===== src/rtl/char_lcd_sequencer_if.sv =====
// ---------------------------------------------------------------------------
// char_lcd_sequencer_if
// Byte request channel into the character LCD sequencer.
//   req_valid  requester -> sequencer  byte present
//   req_ready  sequencer -> requester  byte can be accepted this cycle
//   req_rs     requester -> sequencer  0 = command, 1 = data
//   req_data   requester -> sequencer  byte to write
// master: the requester (Nios-side register logic); slave: the sequencer.
// ---------------------------------------------------------------------------
interface char_lcd_sequencer_if;
    logic       req_valid;
    logic       req_ready;
    logic       req_rs;
    logic [7:0] req_data;

    modport master (
        output req_valid,
        output req_rs,
        output req_data,
        input  req_ready
    );

    modport slave (
        input  req_valid,
        input  req_rs,
        input  req_data,
        output req_ready
    );
endinterface


===== src/rtl/char_lcd_sequencer.sv =====
// ---------------------------------------------------------------------------
// char_lcd_sequencer
// Bus-timing sequencer for an HD44780-compatible 16x2 character LCD. After
// reset it waits for the panel to power up, writes the fixed init sequence,
// then accepts one command/data byte at a time and produces the RS/RW/DATA
// setup, the EN strobe, the hold and the execution wait for each.
//
// Ports:
//   clk_clk        clock, rising edge
//   reset_reset_n  synchronous active-low reset
//   req            byte request channel (slave side)
//   blon_en        backlight request, registered onto lcd_BLON
//   init_done      init sequence finished (sticky until reset)
//   lcd_data_out   value driven onto the LCD DATA bus
//   lcd_data_oe    1 = drive DATA (the top level builds the inout)
//   lcd_data_in    DATA pad readback (busy-flag polling only)
//   lcd_ON, lcd_BLON, lcd_EN, lcd_RS, lcd_RW  LCD control pins
//
// Build option: define LCD_BUSY_POLL_EN to replace the fixed execution wait
// (from the 4th init byte on, and for every user byte) with busy-flag reads.
// ---------------------------------------------------------------------------
module char_lcd_sequencer #(
    parameter int SETUP_CYC      = 4,
    parameter int EN_HIGH_CYC    = 25,
    parameter int CMD_WAIT_CYC   = 2500,
    parameter int CLEAR_WAIT_CYC = 82000,
    parameter int INIT_WAIT_CYC  = 750000
) (
    input  logic                  clk_clk,
    input  logic                  reset_reset_n,
    char_lcd_sequencer_if.slave   req,
    input  logic                  blon_en,
    output logic                  init_done,
    output logic [7:0]            lcd_data_out,
    output logic                  lcd_data_oe,
    input  logic [7:0]            lcd_data_in,
    output logic                  lcd_ON,
    output logic                  lcd_BLON,
    output logic                  lcd_EN,
    output logic                  lcd_RS,
    output logic                  lcd_RW
);

    // Counters load N-1 and count down to zero, so N cycles per phase.
    localparam logic [19:0] SETUP_LD = 20'(SETUP_CYC - 1);
    localparam logic [19:0] EN_LD    = 20'(EN_HIGH_CYC - 1);
    localparam logic [19:0] CMD_LD   = 20'(CMD_WAIT_CYC - 1);
    localparam logic [19:0] CLEAR_LD = 20'(CLEAR_WAIT_CYC - 1);
    localparam logic [19:0] INIT_LD  = 20'(INIT_WAIT_CYC - 1);

    typedef enum logic [3:0] {
        PWR_WAIT,
        INIT_LOAD,
        SETUP,
        EN_HI,
        HOLD,
        WAIT,
        IDLE
`ifdef LCD_BUSY_POLL_EN
        ,
        POLL_SETUP,
        POLL_EN,
        POLL_HOLD
`endif
    } state_t;

    state_t      state_q, state_d;
    logic [19:0] cnt_q, cnt_d;
    logic [2:0]  idx_q, idx_d;
    logic        rs_q, rs_d;
    logic [7:0]  data_q, data_d;
    logic        done_q, done_d;
    logic        on_q;
    logic        blon_q;

    // Where a finished byte goes next: the next init byte, or IDLE.
    state_t      fin_state;
    logic [2:0]  fin_idx;
    logic        fin_done;
    logic        long_wait;

    function automatic logic [7:0] init_byte(input logic [2:0] idx);
        case (idx)
            3'd0, 3'd1, 3'd2: init_byte = 8'h38;  // 8-bit bus, 2 lines, 5x8
            3'd3:             init_byte = 8'h0C;  // display on, cursor off
            3'd4:             init_byte = 8'h01;  // clear
            default:          init_byte = 8'h06;  // entry mode: increment
        endcase
    endfunction

`ifdef LCD_BUSY_POLL_EN
    logic bf_q, bf_d;
    logic polling;
    assign polling = (state_q == POLL_SETUP) || (state_q == POLL_EN) ||
                     (state_q == POLL_HOLD);
`else
    logic unused_data_in;
    assign unused_data_in = ^lcd_data_in;
`endif

    always_ff @(posedge clk_clk) begin
        if (!reset_reset_n) begin
            state_q <= PWR_WAIT;
            cnt_q   <= INIT_LD;
            idx_q   <= 3'd0;
            rs_q    <= 1'b0;
            data_q  <= 8'h00;
            done_q  <= 1'b0;
            on_q    <= 1'b0;
            blon_q  <= 1'b0;
`ifdef LCD_BUSY_POLL_EN
            bf_q    <= 1'b0;
`endif
        end else begin
            state_q <= state_d;
            cnt_q   <= cnt_d;
            idx_q   <= idx_d;
            rs_q    <= rs_d;
            data_q  <= data_d;
            done_q  <= done_d;
            on_q    <= 1'b1;
            blon_q  <= blon_en;
`ifdef LCD_BUSY_POLL_EN
            bf_q    <= bf_d;
`endif
        end
    end

    always_comb begin
        fin_state = IDLE;
        fin_idx   = idx_q;
        fin_done  = 1'b1;
        if (!done_q && idx_q != 3'd5) begin
            fin_state = INIT_LOAD;
            fin_idx   = idx_q + 3'd1;
            fin_done  = 1'b0;
        end
        // Clear and home need the long execution time.
        long_wait = !rs_q && (data_q == 8'h01 || data_q == 8'h02 || data_q == 8'h03);

        state_d = state_q;
        cnt_d   = cnt_q - 20'd1;
        idx_d   = idx_q;
        rs_d    = rs_q;
        data_d  = data_q;
        done_d  = done_q;
`ifdef LCD_BUSY_POLL_EN
        bf_d    = bf_q;
`endif
        case (state_q)
            PWR_WAIT: if (cnt_q == 20'd0) state_d = INIT_LOAD;
            INIT_LOAD: begin
                rs_d    = 1'b0;
                data_d  = init_byte(idx_q);
                state_d = SETUP;
                cnt_d   = SETUP_LD;
            end
            SETUP: if (cnt_q == 20'd0) begin
                state_d = EN_HI;
                cnt_d   = EN_LD;
            end
            EN_HI: if (cnt_q == 20'd0) begin
                state_d = HOLD;
                cnt_d   = SETUP_LD;
            end
            HOLD: if (cnt_q == 20'd0) begin
                state_d = WAIT;
                cnt_d   = long_wait ? CLEAR_LD : CMD_LD;
`ifdef LCD_BUSY_POLL_EN
                // The first three 0x38 writes precede a valid busy flag.
                if (done_q || idx_q >= 3'd3) begin
                    state_d = POLL_SETUP;
                    cnt_d   = SETUP_LD;
                end
`endif
            end
            WAIT: if (cnt_q == 20'd0) begin
                state_d = fin_state;
                idx_d   = fin_idx;
                done_d  = fin_done;
            end
            IDLE: if (req.req_valid) begin
                rs_d    = req.req_rs;
                data_d  = req.req_data;
                state_d = SETUP;
                cnt_d   = SETUP_LD;
            end
`ifdef LCD_BUSY_POLL_EN
            POLL_SETUP: if (cnt_q == 20'd0) begin
                state_d = POLL_EN;
                cnt_d   = EN_LD;
            end
            POLL_EN: if (cnt_q == 20'd0) begin
                bf_d    = lcd_data_in[7];
                state_d = POLL_HOLD;
                cnt_d   = SETUP_LD;
            end
            POLL_HOLD: if (cnt_q == 20'd0) begin
                if (bf_q) begin
                    state_d = POLL_SETUP;
                    cnt_d   = SETUP_LD;
                end else begin
                    state_d = fin_state;
                    idx_d   = fin_idx;
                    done_d  = fin_done;
                end
            end
`endif
            default: state_d = PWR_WAIT;
        endcase
    end

    assign req.req_ready = (state_q == IDLE);
    assign init_done     = done_q;
    assign lcd_data_out  = data_q;
    assign lcd_ON        = on_q;
    assign lcd_BLON      = blon_q;
`ifdef LCD_BUSY_POLL_EN
    assign lcd_EN        = (state_q == EN_HI) || (state_q == POLL_EN);
    assign lcd_RS        = polling ? 1'b0 : rs_q;
    assign lcd_RW        = polling;
    assign lcd_data_oe   = !polling;
`else
    assign lcd_EN        = (state_q == EN_HI);
    assign lcd_RS        = rs_q;
    assign lcd_RW        = 1'b0;
    assign lcd_data_oe   = 1'b1;
`endif

endmodule

===== src/flat_wrapper.sv =====
// flat-port wrapper written by rule: the top's interface ports become plain ports
module char_lcd_sequencer_flat 
#(
    parameter int SETUP_CYC      = 4,
    parameter int EN_HIGH_CYC    = 25,
    parameter int CMD_WAIT_CYC   = 2500,
    parameter int CLEAR_WAIT_CYC = 82000,
    parameter int INIT_WAIT_CYC  = 750000
)
  (clk_clk, reset_reset_n, blon_en, init_done, lcd_data_out, lcd_data_oe, lcd_data_in, lcd_ON, lcd_BLON, lcd_EN, lcd_RS, lcd_RW, req_req_valid, req_req_rs, req_req_data, req_req_ready);
  char_lcd_sequencer_if req_i ();
  input  logic clk_clk;
  input  logic reset_reset_n;
  input  logic blon_en;
  output logic init_done;
  output logic [7:0] lcd_data_out;
  output logic lcd_data_oe;
  input  logic [7:0] lcd_data_in;
  output logic lcd_ON;
  output logic lcd_BLON;
  output logic lcd_EN;
  output logic lcd_RS;
  output logic lcd_RW;
  input wire logic [$bits(req_i.req_valid)-1:0] req_req_valid;
  input wire logic [$bits(req_i.req_rs)-1:0] req_req_rs;
  input wire logic [$bits(req_i.req_data)-1:0] req_req_data;
  output wire logic [$bits(req_i.req_ready)-1:0] req_req_ready;
  assign req_i.req_valid = req_req_valid;
  assign req_i.req_rs = req_req_rs;
  assign req_i.req_data = req_req_data;
  assign req_req_ready = req_i.req_ready;
  char_lcd_sequencer #(.SETUP_CYC(SETUP_CYC), .EN_HIGH_CYC(EN_HIGH_CYC), .CMD_WAIT_CYC(CMD_WAIT_CYC), .CLEAR_WAIT_CYC(CLEAR_WAIT_CYC), .INIT_WAIT_CYC(INIT_WAIT_CYC)) u_core (.clk_clk(clk_clk), .reset_reset_n(reset_reset_n), .req(req_i), .blon_en(blon_en), .init_done(init_done), .lcd_data_out(lcd_data_out), .lcd_data_oe(lcd_data_oe), .lcd_data_in(lcd_data_in), .lcd_ON(lcd_ON), .lcd_BLON(lcd_BLON), .lcd_EN(lcd_EN), .lcd_RS(lcd_RS), .lcd_RW(lcd_RW));
endmodule

===== config.mk =====
export PLATFORM = sky130hd
export DESIGN_NAME = char_lcd_sequencer_flat
export DESIGN_NICKNAME = d
export VERILOG_FILES = /design/src/rtl/char_lcd_sequencer_if.sv /design/src/rtl/char_lcd_sequencer.sv /design/src/flat_wrapper.sv
export SDC_FILE = /design/constraint.sdc
export NUM_CORES = 1
export LEC_CHECK = 0
export ABC_AREA = 1
export CORE_ASPECT_RATIO = 1.2
export CORE_MARGIN = 1
export CORE_UTILIZATION = 54
export DETAILED_ROUTE_END_ITERATION = 16
export MAX_ROUTING_LAYER = met4
export PLACE_DENSITY = 0.82
export SETUP_SLACK_MARGIN = 0.2
export SYNTH_ARGS = -nofsm -noshare
export SYNTH_HDL_FRONTEND = slang
export SYNTH_SLANG_ARGS = --single-unit

===== constraint.sdc =====
create_clock -name clk_clk -period 4.1 [get_ports clk_clk]
set_input_delay 0.41 -clock clk_clk [delete_from_list [all_inputs] [get_ports clk_clk]]
set_output_delay 0.41 -clock clk_clk [all_outputs]
set_load 0.05 [all_outputs]

* After elaboration in Yosys (flattened, before gate mapping)
Cells that the tools add are included.
** Word-level totals
- Output and inout port bits :: 16
- Input bits :: 21
- Bits in registers :: 39
- Logic and storage cells :: 66
** Cells by class
- Add/sub/neg operators :: 2
- Eq/ne operators :: 20
- Reductions and logical operators :: 15
- Multiplexer cells :: 21
** Operators by type and width (number)
- case mux 20 bit (5 select lines) :: 1
- two-way mux 20 bit :: 4
- case mux 4 bit (7 select lines) :: 1
- two-way mux 4 bit :: 6
- zero test 20 bit :: 1
- subtractor 20 x 1 -> 20 bit (second input constant) :: 1
- case mux 6 bit (3 select lines) :: 1
- two-way mux 17 bit :: 1
- equality test 8 x 2 -> 1 bit (second input constant) :: 2
- case mux 8 bit (2 select lines) :: 1
- equality test 4 x 3 -> 1 bit (second input constant) :: 3
- != test 2 x 1 -> 1 bit (second input constant) :: 5
- equality test 4 x 2 -> 1 bit (second input constant) :: 2
- equality test 8 x 1 -> 1 bit (second input constant) :: 1
- two-way mux 8 bit :: 1
- equality test 3 x 2 -> 1 bit (second input constant) :: 2
- AND reduction 6 bit :: 1
- equality test 4 x 1 -> 1 bit (second input constant) :: 1
- zero test 4 bit :: 1
- AND reduction 2 bit :: 2
- adder 3 x 1 -> 3 bit (second input constant) :: 1
- equality test 3 x 1 -> 1 bit (second input constant) :: 1
- equality test 3 bit (second input constant) :: 1
- zero test 3 bit :: 1
- other kinds (11) :: 16

* Longest topological paths before layout
Gate-level depths: netlist of the first run.
- Depth after elaboration :: 7
- Gate-level depth with buffers :: 11
- Gate-level depth less buffers :: 11

* Least setup slack after synthesis of the first run
Ideal clock, no wire load.
- Kind :: reg-to-output
- Start :: register u_core.state_q[0]
- End :: output port lcd_EN
- Buffers on the path :: 1
- Stages on the path, launching flop included :: 4
- Data required time :: 3690 ps
- Path slack :: 2506 ps
- Arrival :: 1184 ps
- Path through :: dfxtp_1 > clkbuf_8 > nand2_1 > nor2_1
** On the way
- Longest elaborated chain between the ends :: 1
** RTL lines
- start, declared :: line char_lcd_sequencer.sv:67 : state_t state_q, state_d;
- start signal, assigned :: line char_lcd_sequencer.sv:115 : state_q <= state_d;
- equality test 4 x 2 -> 1 bit :: line char_lcd_sequencer.sv:224 : assign lcd_EN = (state_q == EN_HI);
- end, declared :: line flat_wrapper.sv:21 : output logic lcd_EN;
No other way between the ends.

* Worst setup path after layout of the first run
- Start :: register u_core.state_q[2]
- End :: output port req_req_ready
** On the way
- Longest elaborated chain between the ends :: 1
** RTL lines
- equality test 4 x 3 -> 1 bit :: line char_lcd_sequencer.sv:213 : assign req.req_ready = (state_q == IDLE);
- end, declared :: line flat_wrapper.sv:27 : output wire logic [$bits(req_i.req_ready)-1:0] req_req_ready;
No other way between the ends.

==> results of run 1 <==
[critical path: stages (launching register included)]
cell and delay (ps):
dfxtp_1 540, nand2_4 130, nor2_8 220, clkdlybuf4s50_1 850
[layout make-up]
class	count	area, um^2
fillers	395	1510
multi-input cells	262	1350
flip-flops and latches	38	761
repair buffers	27	268
inverters	47	181
clock buffers	6	82.6
well taps	56	70.1
clock inverters	2	12.5
[flip-flops by register name, indices dropped and copies added, names as in the netlist]
| register | count |
|---|---|
| u_core.lcd_data_out | 8 |
| u_core.cnt_q | 20 |
| u_core.state_q | 3 |
| u_core.lcd_ON | 1 |
| u_core.idx_q | 3 |
| u_core.lcd_RS | 1 |
| u_core.lcd_BLON | 1 |
| u_core.init_done | 1 |
[cell families after synthesis]
logic type	count (synthesis)	share of synthesized area
and+or+nand+nor	208	0.410
AOI/OAI and AO/OA	35	0.0796
DFF	38	0.320
xor gates and xnor gates	10	0.0369
adders and majority gates	7	0.0369
other	2	0.00316
buffers and inverters	57	0.113
[synthesized netlist by cell type (2+ instances only)]
master,count
xor2_1,9
nand3_1,26
nand2_4,3
a31oi_1,3
nand4_1,5
inv_1,45
nor3_1,6
ha_1,7
nand2_1,103
o21ai_0,11
nand3_2,5
conb_1,2
buf_2,2
nand3b_1,2
nor2_8,2
dfxtp_1,38
buf_4,3
nor2_1,45
nor2_2,6
a21oi_1,16
clkbuf_8,2
buf_6,2
[per-stage QoR]
stage / utilization / hold WS [ps] / cell area, um^2 / setup WS [ps]
5_1_grt: 0.643 / 534 / 2720 / 1580
6_report: 0.643 / 503 / 2720 / 1650
3_3_place_gp: 0.621 / 487 / 2630 / 2000
4_1_cts: 0.643 / 503 / 2720 / 1650
2_1_floorplan: - / 438 / 2370 / 2510
3_5_place_dp: 0.621 / 490 / 2630 / 1990
[cells in the final DEF (no fill, tap or decap), types with 7 or more instances in the layout]
cell type,synthesis,final
xor2_1,9,9
nor2_1,45,45
nand3_1,26,26
ha_1,7,7
inv_1,45,45
o21ai_0,11,11
a21oi_1,16,16
nand2_1,103,103
dfxtp_1,38,38
clkdlybuf4s50_1,0,26
[worst paths after layout]
kind	startpoint	end	slack, ps	cells after the start
setup / recovery	u_core.state_q[2]	req_req_ready	1650	3
hold / removal	u_core.lcd_data_out[6]	u_core.lcd_data_out[6]	500	2
setup reg to reg	u_core.cnt_q[0]	u_core.cnt_q[7]	2260	9
hold reg to reg	u_core.lcd_data_out[6]	u_core.lcd_data_out[6]	500	2
[per-layer routing]
metal	vias up	GRT usage	wire length, um
li1	1164	-	-
met5	-	-	0
met3	7	0.0455	200
met4	0	0.103	82
met2	34	0.432	2460
met1	1001	0.248	2190
[power breakdown]
group	total [mW]	internal [mW]	switching [mW]
clock network	0.274	0.135	0.139
registers	0.374	0.372	0.00156
logic	0.0416	0.0174	0.0241
total	0.690	0.525	0.165
==> results.yml, run 1 <==
synthesis:
  synth-async-reset-ratio: 0
  syn-cell-area_um2: 2370
  seq_area_frac_synth: 0.320
  synth-seq-cells: 38
  yosys_warnings: 0
  syn_inst: 357
  ys_types: 36
  synth_area_leaders: "dfxtp_1, nand2_1, inv_1"
  synth_edf_count: 0
  syn_nets: 385
  yosysTopAreaCell: "dfxtp_1"
  synth_ff_type: "dfxtp_1"
  syn_area_per_cell_um2: 6.65
  synth_top_area_share: 0.320
clock_tree:
  cts_setup_buffers: 0
  root_buffer: "clkbuf_8"
  clock_sinks: 38
  clkSlewWorstSetupHoldPaths_ps: 80
  cts_tree: "done"
  cts_buffers: 5
  cts_resized: 0
  cts_buffer_depth: 2
  htree_levels: 2
  cts_hold_buf: 0
  clk_latency_ps: 300
sta:
  rsz0062_at_grt: "false"
  finalCriticalPeriod_ps: 2450
  slew_viol_final: 0
  min_period_over_period: 0.597
  hold_violations: 0
  setup_viol: 0
  slew_headroom: 0.566
  fmax_mhz: 409
  clock_skew_ps: 10.1
  fin_setup_tns_ps: 0
  worst_pin_slew_ps: 647
global_route:
  antenna_found_initial: 0
  grt_pass1_wl_um: 8330
  grt_max_degree: 28
  grt_usage: 0.235
  first_global_vias: 1979
  grt_overflow: 0
routing:
  ant_nets: 0
  drc_errors: 0
  wirelength_um: 4930
  num_vias: 2206
  drtPass1Iterations: 4
  wl_per_cell_um: 11.3
  vias_per_cell: 5.04
  drt_iter0_drc: 88
floorplanning:
  io_pins: 37
  initial_core_util: 0.562
  core_area_um2: 4230
  fp.dieW_um: 62.5
  num_rows: 26
  dieArea_um2: 4670
  die_h_um: 74.6
flow_run:
  maxCapViolations: 0
placement:
  portBuffers: 26
  place.gp.congestion: 0.904
  dp_cells: 430
  hpwl_um: 3620
worst_setup_path:
  path_class: "flop to output port"
  critPathLaunchType: "flop"
  crit_fanout: 10
  critPathRequiredTime_ps: 3690
  worstPathArrival_ps: 2040
  cp-end-kind: "output port"
pwr:
  p_per_area_nw_per_um2: 253
  vdd_drop_max_v: 0.000203
  leakage_nw: 1.27
  p_total_mw: 0.690
cells_and_area:
  area_growth_pct: 14.6
  stdcell_count: 438
  diodes: 0
  nets: 409
  drive_gt1_frac: 0.0812
run_status:
  status: "completed"
min_path:
  hp-class: "flop to flop"
No activity file was read; power rests on OpenSTA's default activity.
==> run 2, diff against run 1 <==
--- a/config.mk
+++ b/config.mk
@@ -8,10 +8,10 @@
 export ABC_AREA = 1
 export CORE_ASPECT_RATIO = 1.2
 export CORE_MARGIN = 1
-export CORE_UTILIZATION = 54
+export CORE_UTILIZATION = 49
 export DETAILED_ROUTE_END_ITERATION = 16
 export MAX_ROUTING_LAYER = met4
-export PLACE_DENSITY = 0.82
+export PLACE_DENSITY = 0.79
 export SETUP_SLACK_MARGIN = 0.2
 export SYNTH_ARGS = -nofsm -noshare
 export SYNTH_HDL_FRONTEND = slang
==> constraint.sdc (replaced) <==
create_clock -name clk_clk -period 2.02 [get_ports clk_clk]
set_input_delay 0.202 -clock clk_clk [delete_from_list [all_inputs] [get_ports clk_clk]]
set_output_delay 0.202 -clock clk_clk [all_outputs]
set_load 0.05 [all_outputs]
==> run 2 against run 1 <==
Against the previous run:
- first-iteration DRC count rose by 22%
- sequential share of layout area fell by 0.55 points
- sequential power rose by 100%
- global-route usage fell by 1.9 points
- via count fell by 0.63%
- cell count rose by 1.4%
- count of clock-buffer cells in the layout fell by 1
- clock skew fell by 3.6 ps
- setup slack got worse by 1300 ps
- die area rose by 9.9%
- critical endpoint is now init_done
==> results.yml, run 2 (synthesis gave the netlist of run 1 again) <==
run_status:
  status: "completed"
worst_setup_path:
  critPathLaunchType: "flop"
  rr_endpoint: "u_core.cnt_q[8]"
  r2r_cells: 9
  critPathBufInv: 1
  crit_end: "init_done"
  regToRegSetupSlack_ps: 320
  cp_num_cells: 1
  cp-end-kind: "output port"
  cp_top_family: "buffers and inverters"
  r2r-start: "u_core.cnt_q[0]"
  path_class: "flop to output port"
  max_stage_delay_ps: 820
  worstPathArrival_ps: 1510
  path_cells: "clkdlybuf4s50_1"
  worstSetupStartpoint: "u_core.init_done"
  crit_fanout: 3
  slowest_stage: "clkdlybuf4s50_1"
  critPathRequiredTime_ps: 1820
min_path:
  hold_start: "blon_en"
  hp-class: "primary input to flop"
sta:
  fin_setup_tns_ps: 0
  slew_viol_final: 0
  min_period_over_period: 0.847
  holdWs_ps: 433
  fmax_mhz: 584
  slew_headroom: 0.587
  setup_viol: 0
  clock_skew_ps: 6.54
  hold_violations: 0
  finalCriticalPeriod_ps: 1710
  rsz0062_at_grt: "true"
  worst_pin_slew_ps: 614
global_route:
  grt_pass1_wl_um: 8510
  antenna_found_initial: 0
  grt_usage: 0.216
  grt_overflow: 0
  grt_use_met3: 0.0349
  grt_use_met1: 0.234
  grt_max_degree: 14
  use_met2: 0.376
  grt.busiest_layer: "met2"
  first_global_vias: 2054
cells_and_area:
  final_common_cell: "nand2_1"
  drive_gt1_frac: 0.101
  final_cell_mix: "nand2_1, inv_1, nor2_1, dfxtp_1, nand3_1"
  largest_reg_flops: 20
  diodes: 0
  nets: 413
  regMostFlops: "u_core.cnt_q"
  stdcell_count: 444
  area_growth_pct: 16.9
  fill_cells: 458
  stdcell_area_um2: 2780
clock_tree:
  cts_hold_buf: 0
  clock_sinks: 38
  clkSlewWorstSetupHoldPaths_ps: 80
  htree_levels: 2
  clk_latency_ps: 300
  cts_buffer_depth: 2
  root_buffer: "clkbuf_8"
  cts_buffers: 5
  cts_tree: "done"
pwr:
  p_total_mw: 1.48
  vdd_drop_max_v: 0.000289
  p_per_area_nw_per_um2: 534
  leakage_nw: 1.31
routing:
  wl_per_cell_um: 11.1
  wirelength_um: 4930
  drtPass1Iterations: 4
  ant_nets: 0
  num_vias: 2192
  drt_iter0_drc: 107
  vias_per_cell: 4.94
  drc_errors: 0
placement:
  placedInstanceArea_um2: 2640
  place.gp.congestion: 0.923
  portBuffers: 26
  dp_cells: 434
  hpwl_um: 3750
floorplanning:
  core_area_um2: 4630
  die_h_um: 78.3
  io_pins: 37
  fp.dieW_um: 65.6
  initial_core_util: 0.513
  num_rows: 27
  dieArea_um2: 5130
flow_run:
  maxCapViolations: 0
[run 2: worst min-delay path by stage]
stage                                         to  slack, ps  cells after the start
after floorplan                    u_core.lcd_ON        230                      0
after global placement    u_core.lcd_data_out[7]        490                      2
after detailed placement  u_core.lcd_data_out[7]        490                      2
final                            u_core.lcd_BLON        430                      3
after CTS                        u_core.lcd_BLON        420                      3
after global routing             u_core.lcd_BLON        420                      3
[run 2: layout make-up]
class                           count  area (um^2)  area share
Clock buffer                        5         68.8      0.0248
Clock inverter                      3         40.0      0.0144
Inverter                           47          181      0.0653
Multi-Input combinational cell    262         1360       0.490
Sequential cell                    38          761       0.274
Tap cell                           58         72.6      0.0261
Timing Repair Buffer               31          293       0.105
[run 2: worst min-delay path: cells and delay by family]
kind	cells	cell delay [ps]
buf+inv	2	430
simple gates	1	60
[run 2: power by group]
part / switching [mW] / internal (mW)
registers: 0.00324 / 0.756
clock network: 0.275 / 0.363
logic: 0.0500 / 0.0367
[run 2: repair_timing]
| action | in CTS | in global routing |
|---|---|---|
| setup buffers | 0 | 2 |
| endpoints found under the setup margin | 0 | 17 |
| gates resized for setup | 0 | 3 |
[run 2: metal layers]
layer	part of all wire	routed length (um)
met2	0.52	2550
met5	0	0
met3	0.031	151
met4	0.014	70
met1	0.44	2160
[run 2: stage by stage]
step	worst slack, ps	util
2_1_floorplan	560	-
3_3_place_gp	251	0.570
3_5_place_dp	239	0.570
4_1_cts	221	0.594
5_1_grt	179	0.600
6_report	308	0.600
==> run 3, diff against run 2 <==
--- a/config.mk
+++ b/config.mk
@@ -8,10 +8,10 @@
 export ABC_AREA = 1
 export CORE_ASPECT_RATIO = 1.2
 export CORE_MARGIN = 1
-export CORE_UTILIZATION = 49
+export CORE_UTILIZATION = 54
 export DETAILED_ROUTE_END_ITERATION = 16
 export MAX_ROUTING_LAYER = met4
-export PLACE_DENSITY = 0.79
+export PLACE_DENSITY = 0.82
 export SETUP_SLACK_MARGIN = 0.2
 export SYNTH_ARGS = -nofsm -noshare
 export SYNTH_HDL_FRONTEND = slang
==> constraint.sdc (replaced) <==
create_clock -name clk_clk -period 1.6 [get_ports clk_clk]
set_input_delay 0.16 -clock clk_clk [delete_from_list [all_inputs] [get_ports clk_clk]]
set_output_delay 0.16 -clock clk_clk [all_outputs]
set_load 0.05 [all_outputs]
==> run 3 against run 2 <==
Against the previous run:
- combinational power increased by 46%
- clock skew decreased by 0.84 ps
- die area decreased by 9.0%
- non-clock buffer count increased by 28
- setup slack got worse by 210 ps
- via count increased by 13%
- sequential share of layout area decreased by 3.6 points
- worst hold slack got worse by 49 ps
- sequential power increased by 26%
==> results.yml, run 3 (synthesis gave the netlist of run 1 again) <==
run_status:
  status: "completed"
worst_setup_path:
  slowest_stage: "dfxtp_2"
  max_stage_delay_ps: 330
  path_cells: "inv_4 > ha_4 > nand2_4 > nor2_4 > nand3_4 > nand2_4 > nand3_4 > buf_12 > nand2_1 > nand2_1"
  worstPathArrival_ps: 1700
  critPathLaunchType: "flop"
  path_class: "flop to flop"
  critPathRequiredTime_ps: 1800
  cp-end-kind: "flop"
  crit_fanout: 12
floorplanning:
  initial_core_util: 0.562
  dieArea_um2: 4670
  fp.dieW_um: 62.5
  io_pins: 37
  num_rows: 26
  die_h_um: 74.6
  core_area_um2: 4230
routing:
  drtPass1Iterations: 4
  wl_per_cell_um: 13.3
  wirelength_um: 6270
  vias_per_cell: 5.27
  drc_errors: 0
  ant_nets: 0
  drt_iter0_drc: 178
  num_vias: 2479
clock_tree:
  clk_latency_ps: 300
  cts_buffer_depth: 2
  cts_buffers: 5
  root_buffer: "clkbuf_8"
  cts_hold_buf: 0
  cts_tree: "done"
  htree_levels: 2
  clock_sinks: 38
  clkSlewWorstSetupHoldPaths_ps: 80
sta:
  setup_viol: 0
  clock_skew_ps: 5.70
  hold_violations: 0
  slew_viol_final: 0
  fin_setup_tns_ps: 0
  finalCriticalPeriod_ps: 1500
  fmax_mhz: 665
  min_period_over_period: 0.939
  holdWs_ps: 384
  rsz0062_at_grt: "true"
placement:
  portBuffers: 26
  hpwl_um: 4050
  place.gp.congestion: 0.931
  dp_cells: 452
cells_and_area:
  fill_cells: 278
  drive_gt1_frac: 0.348
  diodes: 0
  area_growth_pct: 39.4
  final_common_cell: "nand2_1"
  largest_reg_flops: 20
  final_cell_mix: "nand2_1, inv_1, buf_4, nor2_1, dfxtp_1"
  stdcell_count: 470
  regMostFlops: "u_core.cnt_q"
  post-route-util: 0.783
  nets: 441
global_route:
  first_global_vias: 2291
  grt_max_degree: 16
  grt_usage: 0.269
  grt_pass1_wl_um: 9620
  antenna_found_initial: 0
  grt_overflow: 0
pwr:
  p_per_area_nw_per_um2: 579
  vdd_drop_max_v: 0.000454
  leakage_nw: 1.53
min_path:
  hp-class: "primary input to flop"
flow_run:
  maxCapViolations: 0
run 3: cell types whose count changed in the layout (fill, tap and decap cells not counted), sizes merged:
| cell | previous run | this run |
|---|---|---|
| clkdlybuf4s50 | 24 | 12 |
| buf | 7 | 45 |
| dlygate4sd2 | 0 | 2 |
run 3: final timing paths:
kind | start | to | slack, ps | cells past startpoint
worst min-delay path | blon_en | u_core.lcd_BLON | 380 | 3
worst min register to register | u_core.lcd_RS | u_core.lcd_RS | 510 | 2
worst max register to register | u_core.cnt_q[0] | u_core.cnt_q[12] | 100 | 10
worst max-delay path | u_core.cnt_q[0] | u_core.cnt_q[12] | 100 | 10
run 3: report_power, final:
part	internal, mW	switching [mW]	total, mW
Clock	0.459	0.373	0.833
Combinational	0.0551	0.0723	0.127
Sequential	0.950	0.00617	0.956
run 3: what timing repair did:
| item | in CTS | in global routing |
|---|---|---|
| pin swaps | 5 | 13 |
| setup endpoints to repair | 36 | 31 |
| resized for setup | 49 | 51 |
| buffers inserted | 4 | 6 |
run 3: cell type report:
type / count / area (um^2) / share of cell area
Clock buffer: 5 / 68.8 / 0.0208
Clock inverter: 3 / 40.0 / 0.0121
Inverter: 47 / 186 / 0.0563
Multi-Input combinational cell: 262 / 1630 / 0.492
Sequential cell: 38 / 788 / 0.238
Tap cell: 56 / 70.1 / 0.0212
Timing Repair Buffer: 59 / 528 / 0.159
run 3: worst max-delay path, delay by kind of cell (launching register included):
family                     cells  cell delay, ps
and+or+nand+nor                7             680
adders and majority gates      1             160
buffers and inverters          2             210
DFF                            1             330
run 3: layer usage:
metal | track usage | wire length [um] | vias to the layer above
li1 | - | - | 1229
met1 | 0.265 | 2480 | 1173
met2 | 0.510 | 3380 | 55
met3 | 0.0576 | 239 | 22
met4 | 0.124 | 167 | 0
met5 | - | 0 | -
run 3: through the flow:
step                      instance area [um^2]  setup WS (ps)  power (mW)
after global routing                      3310          -20.3        1.97
after floorplan                           2390            190        1.04
after global placement                    2820           96.7        1.09
final                                     3310           97.2        1.92
after CTS                                 3100            134        1.90
after detailed placement                  2820           57.4        1.10
